===== config.mk =====
export PLATFORM = sky130hd
export DESIGN_NAME = sram_1rw_ctrl
export DESIGN_NICKNAME = d
export VERILOG_FILES = /design/src/rtl/sram_ctrl_pkg.sv /design/src/rtl/sram_resp_fifo.sv /design/src/rtl/sram_1rw_ctrl.sv
export SDC_FILE = /design/constraint.sdc
export NUM_CORES = 2
export LEC_CHECK = 0
export ABC_AREA = 1
export BUFFER_PORTS_ARGS = -buffer_cell sky130_fd_sc_hd__buf_4
export CAP_MARGIN = 20
export CELL_PAD_IN_SITES_DETAIL_PLACEMENT = 1
export CELL_PAD_IN_SITES_GLOBAL_PLACEMENT = 1
export CORE_AREA = 4 4 623 625
export CTS_CLUSTER_DIAMETER = 100
export DETAILED_ROUTE_END_ITERATION = 16
export DIE_AREA = 0 0 627 629
export GPL_ROUTABILITY_DRIVEN = 0
export HOLD_SLACK_MARGIN = 0.03
export PLACE_DENSITY = 0.42
export RECOVER_POWER = 25
export SYNTH_ARGS = -nofsm -noshare
export SYNTH_HDL_FRONTEND = slang
export SYNTH_SLANG_ARGS = --single-unit
export TNS_END_PERCENT = 10

===== constraint.sdc =====
create_clock -name clock -period 31.9 [get_ports clock]
set_input_delay 1.595 -clock clock [delete_from_list [all_inputs] [get_ports clock]]
set_output_delay 1.595 -clock clock [all_outputs]
set_load 0.02 [all_outputs]

===== src/rtl/sram_ctrl_pkg.sv =====
// Shared types and constants for the single-port SRAM front-end.
// Geometry of the 1024x384 masked-write macro.
package sram_ctrl_pkg;

  localparam int SET_BITS  = 10;
  localparam int LANES     = 16;
  localparam int LANE_BITS = 24;
  localparam int DATA_BITS = LANES * LANE_BITS;

  typedef enum logic {
    INIT,
    RUN
  } state_e;

  typedef struct packed {
    logic [SET_BITS-1:0]  addr;
    logic [LANES-1:0]     mask;
    logic [DATA_BITS-1:0] data;
  } wr_req_t;

  typedef struct packed {
    logic [SET_BITS-1:0] addr;
  } rd_req_t;

endpackage


===== src/rtl/sram_resp_fifo.sv =====
// Read-response FIFO; head is taken straight from the storage flops.
// Overflow is prevented upstream by the credit rule.
module sram_resp_fifo #(
  parameter int  DEPTH = 3,
  parameter int  WIDTH = 384,
  localparam int CW    = $clog2(DEPTH + 1),
  localparam int PW    = (DEPTH > 1) ? $clog2(DEPTH) : 1
) (
  input  logic             clock,
  input  logic             reset_n,
  input  logic             push,
  input  logic             pop,
  input  logic [WIDTH-1:0] wdata,
  output logic [WIDTH-1:0] head,
  output logic [CW-1:0]    count,
  output logic             empty
);

  logic [WIDTH-1:0] mem [DEPTH];
  logic [PW-1:0]    wr_ptr;
  logic [PW-1:0]    rd_ptr;
  logic             do_push;
  logic             do_pop;

  function automatic logic [PW-1:0] inc(
    input logic [PW-1:0] p
  );
    return (p == PW'(DEPTH - 1)) ? '0 : p + 1'b1;
  endfunction

  assign empty   = (count == '0);
  assign do_push = push && (count != CW'(DEPTH));
  assign do_pop  = pop && !empty;
  assign head    = mem[rd_ptr];

  always_ff @(posedge clock or negedge reset_n) begin
    if (!reset_n) begin
      wr_ptr <= '0;
      rd_ptr <= '0;
      count  <= '0;
    end else begin
      if (do_push) wr_ptr <= inc(wr_ptr);
      if (do_pop)  rd_ptr <= inc(rd_ptr);
      if (do_push && !do_pop)
        count <= count + 1'b1;
      else if (do_pop && !do_push)
        count <= count - 1'b1;
    end
  end

  always_ff @(posedge clock) begin
    if (do_push) mem[wr_ptr] <= wdata;
  end

endmodule


===== src/rtl/sram_1rw_ctrl.sv =====
// Front-end for a 1RW masked-write SRAM: zero-fill sweep,
// write/read arbitration and credit-limited read responses.
module sram_1rw_ctrl #(
  parameter int  SET_BITS      = sram_ctrl_pkg::SET_BITS,
  parameter int  LANES         = sram_ctrl_pkg::LANES,
  parameter int  LANE_BITS     = sram_ctrl_pkg::LANE_BITS,
  parameter int  RESP_DEPTH    = 3,
  parameter bit  INIT_ON_RESET = 1'b1,
  localparam int DW            = LANES * LANE_BITS,
  localparam int CW            = $clog2(RESP_DEPTH + 1)
) (
  input  logic                clock,
  input  logic                reset_n,
  input  logic                w_valid,
  output logic                w_ready,
  input  logic [SET_BITS-1:0] w_addr,
  input  logic [LANES-1:0]    w_mask,
  input  logic [DW-1:0]       w_data,
  input  logic                r_valid,
  output logic                r_ready,
  input  logic [SET_BITS-1:0] r_addr,
  output logic                resp_valid,
  input  logic                resp_ready,
  output logic [DW-1:0]       resp_data,
  output logic                init_done,
  output logic [SET_BITS-1:0] sram_addr,
  output logic                sram_en,
  output logic                sram_wmode,
  output logic [LANES-1:0]    sram_wmask,
  output logic [DW-1:0]       sram_wdata,
  input  logic [DW-1:0]       sram_rdata
);

  import sram_ctrl_pkg::*;

  state_e              state_q;
  state_e              state_d;
  logic                armed_q;
  logic [SET_BITS-1:0] sweep_q;
  logic                last_w_q;
  logic                inflight_q;
  logic [SET_BITS-1:0] addr_q;
  logic [LANES-1:0]    mask_q;
  logic [DW-1:0]       wdata_q;
  logic [CW-1:0]       fifo_count;
  logic                fifo_empty;
  logic                run;
  logic                init_act;
  logic                credit;
  logic                pick_r;
  logic                gnt_w;
  logic                gnt_r;

  // armed_q keeps the port quiet until the first edge after reset
  assign run      = armed_q && (state_q == RUN);
  assign init_act = armed_q && (state_q == INIT);

  assign credit =
    ({1'b0, fifo_count} + (CW + 1)'(inflight_q))
    < (CW + 1)'(RESP_DEPTH);

  // read wins a tie only when the previous grant was a write
  assign pick_r = r_valid && credit && (!w_valid || last_w_q);
  assign gnt_r  = run && pick_r;
  assign gnt_w  = run && w_valid && !pick_r;

  assign w_ready    = run && !pick_r;
  assign r_ready    = run && credit && (!w_valid || last_w_q);
  assign init_done  = run;
  assign resp_valid = !fifo_empty;

  always_comb begin
    state_d = state_q;
    if (init_act && (sweep_q == '1))
      state_d = RUN;
  end

  always_comb begin
    sram_en    = 1'b0;
    sram_wmode = 1'b0;
    sram_addr  = addr_q;
    sram_wmask = mask_q;
    sram_wdata = wdata_q;
    unique case (1'b1)
      init_act: begin
        sram_en    = 1'b1;
        sram_wmode = 1'b1;
        sram_addr  = sweep_q;
        sram_wmask = '1;
        sram_wdata = '0;
      end
      gnt_w: begin
        sram_en    = 1'b1;
        sram_wmode = 1'b1;
        sram_addr  = w_addr;
        sram_wmask = w_mask;
        sram_wdata = w_data;
      end
      gnt_r: begin
        sram_en   = 1'b1;
        sram_addr = r_addr;
      end
      default: ;
    endcase
  end

  always_ff @(posedge clock or negedge reset_n) begin
    if (!reset_n) begin
      state_q    <= INIT_ON_RESET ? INIT : RUN;
      armed_q    <= 1'b0;
      sweep_q    <= '0;
      last_w_q   <= 1'b0;
      inflight_q <= 1'b0;
      addr_q     <= '0;
      mask_q     <= '0;
      wdata_q    <= '0;
    end else begin
      armed_q    <= 1'b1;
      state_q    <= state_d;
      inflight_q <= gnt_r;
      if (init_act && (sweep_q != '1))
        sweep_q <= sweep_q + 1'b1;
      if (gnt_w || gnt_r)
        last_w_q <= gnt_w;
      if (sram_en) begin
        addr_q  <= sram_addr;
        mask_q  <= sram_wmask;
        wdata_q <= sram_wdata;
      end
    end
  end

  sram_resp_fifo #(
    .DEPTH (RESP_DEPTH),
    .WIDTH (DW)
  ) u_fifo (
    .clock   (clock),
    .reset_n (reset_n),
    .push    (inflight_q),
    .pop     (resp_valid && resp_ready),
    .wdata   (sram_rdata),
    .head    (resp_data),
    .count   (fifo_count),
    .empty   (fifo_empty)
  );

endmodule


; ---- After elaboration in Yosys (flattened, before gate mapping)
; Memory sizes are Yosys's and may differ from the RTL's.
; Cells that the tools add are included.
[word_totals]
n_memories = 1
regBits = 430
in_bits = 809
mem_bits_rw = 1152
[op_classes]
bitwise_logic = 1
reduce_logical = 28
n_addsub = 6
n_eq_ne = 5
mux = 11
order_cmp = 1
[memory_table]
columns = memory, depth, width, read_ports, rd_clocked_by_memory_dff, write_ports, line_no
row1 = u_fifo.mem, 3, 384, 1, 0, 1, sram_resp_fifo.sv:19  ; logic [WIDTH-1:0] mem [DEPTH];
[ops]
columns = op, n
row1 = one-hot mux 384 bit (2 select lines), 1
row2 = one-hot mux 16 bit (2 select lines), 1
row3 = one-hot mux 10 bit (3 select lines), 1
row4 = logical AND 1 bit, 17
row5 = "adder 10 x 1 -> 10 bit, second input constant", 1
row6 = "equality test 10 bit, second input constant", 1
row7 = "inequality test 10 bit, second input constant", 1
row8 = two-way mux 2 bit, 4
row9 = "adder 2 x 1 -> 2 bit, second input constant", 3
row10 = logical NOT 1 bit, 5
row11 = "equality test 2 bit, second input constant", 2
row12 = two-way mux 1 bit, 4
row13 = adder 2 x 1 -> 3 bit, 1
row14 = "less-than comparator 3 x 2 -> 1 bit, second input constant", 1
row15 = OR reduction 3 bit, 1
row16 = logical NOT 2 bit, 1
row17 = logical OR 1 bit, 2
row18 = "inequality test 2 bit, second input constant", 1
row19 = nonzero test 2 bit, 1
row20 = OR reduction 2 bit, 1
row21 = "subtractor 2 x 1 -> 2 bit, second input constant", 1
row22 = inverter 1 bit, 1

; ---- Longest topological paths before layout
[logic_depth]
word_depth = 8
mapped_depth = 11
mapped_depth_nobuf = 9

; ---- Hierarchy
; A second synthesis with hierarchy kept.
[unflattened]
cells_unflattened = 5211
area_unflattened_um2 = 60499.3
[by_module_without_submodules]
columns = module, n_inst, cells_each, area_per_inst_um2, seq_area_each_um2
row1 = sram_resp_fifo, 1, 2858, 41770.1, 34743.3
row2 = sram_1rw_ctrl, 1, 2353, 18729.2, 10610.2

; ---- Least setup slack after synthesis
; No wires, ideal clock.
[synth_timing]
path_type = reg-to-reg
from = register u_fifo.count[0]
to = memory u_fifo.mem[2][0] (enable)
synth_period_minus_slack_ps = 17791
arrival_time_ps = 16653
path_stages_with_launch = 4
path_slack_ps = 14109
path_buffers = 0
path_cell_list = dfrtp_1 -> a21boi_1 -> nand2_1 -> nor2_1
[synth_via]
elab_chain_cells = 4
[synth_rtl]
columns = item, line_no
row1 = "start, declared", sram_resp_fifo.sv:15  ; output logic [CW-1:0] count,
row2 = "start signal, assigned", sram_resp_fifo.sv:45  ; count <= count + 1'b1;
row3 = "start signal, assigned", sram_resp_fifo.sv:47  ; count <= count - 1'b1;
row4 = inequality test 2 bit, sram_resp_fifo.sv:32  ; assign do_push = push && (count != CW'(DEPTH));
row5 = logical AND 1 bit, sram_resp_fifo.sv:32
row6 = named net u_fifo.do_push, sram_resp_fifo.sv:22  ; logic do_push;
row7 = two-way mux 1 bit, sram_resp_fifo.sv:52  ; if (do_push) mem[wr_ptr] <= wdata;
row8 = two-way mux 1 bit (not written as such), sram_resp_fifo.sv:52
row9 = "end, declared", sram_resp_fifo.sv:19
; The timed path passes the listed nets, and every way through them passes these cells.

; ---- Final worst setup path
[layout_timing]
from = input w_valid
to = output sram_wdata[66]
[layout_via]
elab_chain_cells = 6
elab_cells_between_ends = 7
classes_between = mux: 1 / reduce/logical: 6
[layout_rtl]
columns = item, line_no
row1 = "start, declared", sram_1rw_ctrl.sv:14  ; input logic w_valid,
row2 = logical NOT 1 bit, sram_1rw_ctrl.sv:63  ; assign pick_r = r_valid && credit && (!w_valid || last_w_q);
row3 = logical OR 1 bit, sram_1rw_ctrl.sv:63
row4 = logical AND 1 bit, sram_1rw_ctrl.sv:63
row5 = logical NOT 1 bit, sram_1rw_ctrl.sv:65  ; assign gnt_w = run && w_valid && !pick_r;
row6 = logical AND 1 bit (*), sram_1rw_ctrl.sv:65
row7 = one-hot mux 384 bit (2 select lines) (*), sram_1rw_ctrl.sv:84  ; unique case (1'b1)
row8 = "end, declared", sram_1rw_ctrl.sv:30  ; output logic [DW-1:0] sram_wdata,
; Mark *: on every way between the ends. The rest lies on a longest branch, timed or not.

==> metrics <==
peak supply drop=0.0774 mV; sum of negative setup slack=0 ps; count of fill cells added during filler insertion=43300; Worst-path clk slew=50 ps; Core Area=0.382 mm^2; Setup Viol. Count Final=0; final critical-path required period=8300 ps; final hold violations=0; detailed-route wire length per cell=26.4 um; top cells by area, synth=sky130_fd_sc_hd__edfxtp_1, sky130_fd_sc_hd__dfrtp_1, sky130_fd_sc_hd__nand2_1; post-placement cell area=0.0795 mm^2; largest family of logic cells by synthesized area=simple AND/OR/NAND/NOR gates; number of buffers between clock root and the deepest sink=4; share of the synthesized area in the top cell type=55.9%; synthesized instance count=5232; startpoint types=input port; data required time of the critical path=30310 ps; # Post-CTS Setup Buffers=0; area leader, netlist=sky130_fd_sc_hd__edfxtp_1; worst-case clock skew=106 ps; sum of net half-perimeters after detailed placement=235 mm; compound-cell area share of the yosys netlist=4.89%; post-synthesis mux area share=0%; detailed-route DRC error count=0; cell total after placement=11600; CTS-repair resized insts=0; IO buf count=1608; sequential-to-total area share from yosys stat=73.3%; number of max-slew violations in the final report=53; Max-Cap Viols=1; classification of the worst setup path=input port to primary output; floorplan die area=0.394 mm^2; synthesized-area fraction occupied by and/or/nand/nor cells=16.9%; share of the clock period used by the worst path after layout=26.0%; maximum operating frequency=120 MHz; outcome=complete, but fails checks; sequential standard cell area=0.0454 mm^2; non-filler instance count after layout=12000; area of the multi-input gates=0.0136 mm^2; clock insertion delay at the later pin of the skew report=900 ps; sink count of the clock tree=1582; Post-layout nets=7611; post-route ant nets=0; RSZ-0062 raised after global routing=no; GR Util All Layers=15.4%; CTS tree=built; Power Density=75.3 mW/mm^2; Post-synth top flop=sky130_fd_sc_hd__edfxtp_1; maximum fanout along the worst path=79; synthesized-area fraction occupied by adder cells=0.0809%; Worst-Margin Slew=3560 ps; Worst setup EP type=primary output; warning count from the yosys run=0; length of the first detailed-routing pass in iterations=5; cell area after technology mapping=0.0619 mm^2; H-Tree Level Count=4; routed vias=46900; global-route wire length before repair=427 mm; initial cell density of the core=16.2%; number of core rows=227; commonest cells after routing, fill and taps aside=sky130_fd_sc_hd__nand2_1, sky130_fd_sc_hd__buf_4, sky130_fd_sc_hd__edfxtp_1, sky130_fd_sc_hd__nand3_1, sky130_fd_sc_hd__dfrtp_1; number of buffers created by CTS=204; xor and xnor fraction of the mapped netlist area=0.127%; wire length after detailed routing=317 mm; clk root buf=sky130_fd_sc_hd__clkbuf_16; Area Growth Syn to Fin=36.7%; worst hold path class=flop to flop; arrival time at the worst endpoint=6710 ps; synth unique cells=30; number of global-route vias before repair=49600; top-level I/O count=1609; post-synthesis area per instance=11.8 um^2; Initial DRC Count=2346; hold-fix buffers at CTS=0; violated checks=max-capacitance violations, max-slew violations; Async SR Flop Fraction=27.2%; pin count of the biggest net entering global routing=168; Net Count, Synth=6045; width of the chip=627 um; Worst slew margin=-137%; vertical die dimension=629 um; Static Leakage=0.0371 uW; total grt overflow=0; commonest non-fill, non-tap cell in the layout=sky130_fd_sc_hd__nand2_1; number of synthesized register bits=1582; final std cell area, no fill=0.0846 mm^2; initial antenna violation count=159; fraction of final layout cells with drive strength greater than 1=23.5%; vias per inst=3.90; number of enable-type register cells in the synthesized netlist=1152
-- final timing paths --
path	from	endpoint	slack [ps]	depth (start not counted)
min	wdata_q[137]	wdata_q[137]	460	2
min in group asynchronous	reset_n	wdata_q[313]	1970	1
max in group asynchronous	reset_n	wdata_q[160]	26840	4
max reg2reg	u_fifo.count[0]	wdata_q[236]	26250	11
min reg2reg	wdata_q[137]	wdata_q[137]	460	2
max	w_valid	sram_wdata[66]	23600	11
-- layout make-up --
cell class / instances / area share, %
flip-flops and latches: 1582 / 53.6
repair buffers: 1668 / 13.5
multi-input cells: 2925 / 16.1
well taps: 5038 / 7.45
diodes: 31 / 0.0917
clock inverters: 97 / 0.892
inverters: 417 / 1.89
clock buffers: 264 / 6.49
-- routing by layer --
metal / part of all wire [%] / vias to the layer above / global-route usage (%) / wire length, um
met4: 3.6 / 64 / 4.90 / 11400
met2: 55 / 1431 / 30.0 / 173000
li1: - / 21200 / - / -
met5: 0.13 / - / 0 / 419
met3: 7.1 / 572 / 4.57 / 22500
met1: 35 / 23600 / 15.4 / 109000
-- flip-flops by register name, summed over array words and instances (netlist names) --
signal	cells
wdata_q	384
u_fifo.mem	1152
armed_q	1
state_q	1
u_fifo.count	2
last_w_q	1
mask_q	16
inflight_q	1
addr_q	10
sweep_q	10
u_fifo.rd_ptr	2
u_fifo.wr_ptr	2
-- power by group --
group / internal, uW / switching, uW / total [uW]
clock network: 1260 / 931 / 2190
logic: 563 / 1370 / 1930
registers: 2220 / 32.2 / 2250
-- synth_stat cells (12+ instances only) --
cell type / count
sky130_fd_sc_hd__nor2_1: 29
sky130_fd_sc_hd__nand2_1: 1657
sky130_fd_sc_hd__o211ai_1: 384
sky130_fd_sc_hd__edfxtp_1: 1152
sky130_fd_sc_hd__nand3_1: 795
sky130_fd_sc_hd__clkbuf_1: 187
sky130_fd_sc_hd__nand4_1: 12
sky130_fd_sc_hd__buf_2: 61
sky130_fd_sc_hd__buf_4: 35
sky130_fd_sc_hd__buf_1: 24
sky130_fd_sc_hd__dfrtp_1: 430
sky130_fd_sc_hd__inv_1: 412
sky130_fd_sc_hd__o21ai_0: 19
-- kinds of logic after synthesis --
group,Yosys count
and+or+nand+nor,2500
DFF,1582
buffers and inverters,725
AOI/OAI and AO/OA,411
xor gates and xnor gates,9
adders and majority gates,4
other,1
-- worst max-delay path: stages --
cell                      delay [ps]
sky130_fd_sc_hd__buf_4           110
sky130_fd_sc_hd__inv_2            50
sky130_fd_sc_hd__nor2_4           80
sky130_fd_sc_hd__buf_4           610
sky130_fd_sc_hd__buf_4           650
sky130_fd_sc_hd__buf_4           630
sky130_fd_sc_hd__buf_4           820
sky130_fd_sc_hd__buf_4           880
sky130_fd_sc_hd__nand3_1         200
sky130_fd_sc_hd__nand2_1         550
sky130_fd_sc_hd__buf_4           260
-- through the flow --
stage | utilization [%] | setup slack [ps] | hold WS [ps] | total power, uW
2_1_floorplan | - | 14110 | 437 | 3200
3_3_place_gp | 20.8 | 23730 | 448 | 4320
3_5_place_dp | 20.8 | 23690 | 453 | 4320
4_1_cts | 22.4 | 23570 | 467 | 6570
5_1_grt | 22.1 | 23210 | 479 | 6690
6_report | 22.2 | 23600 | 461 | 6370
(Power assumes the default switching activity.)
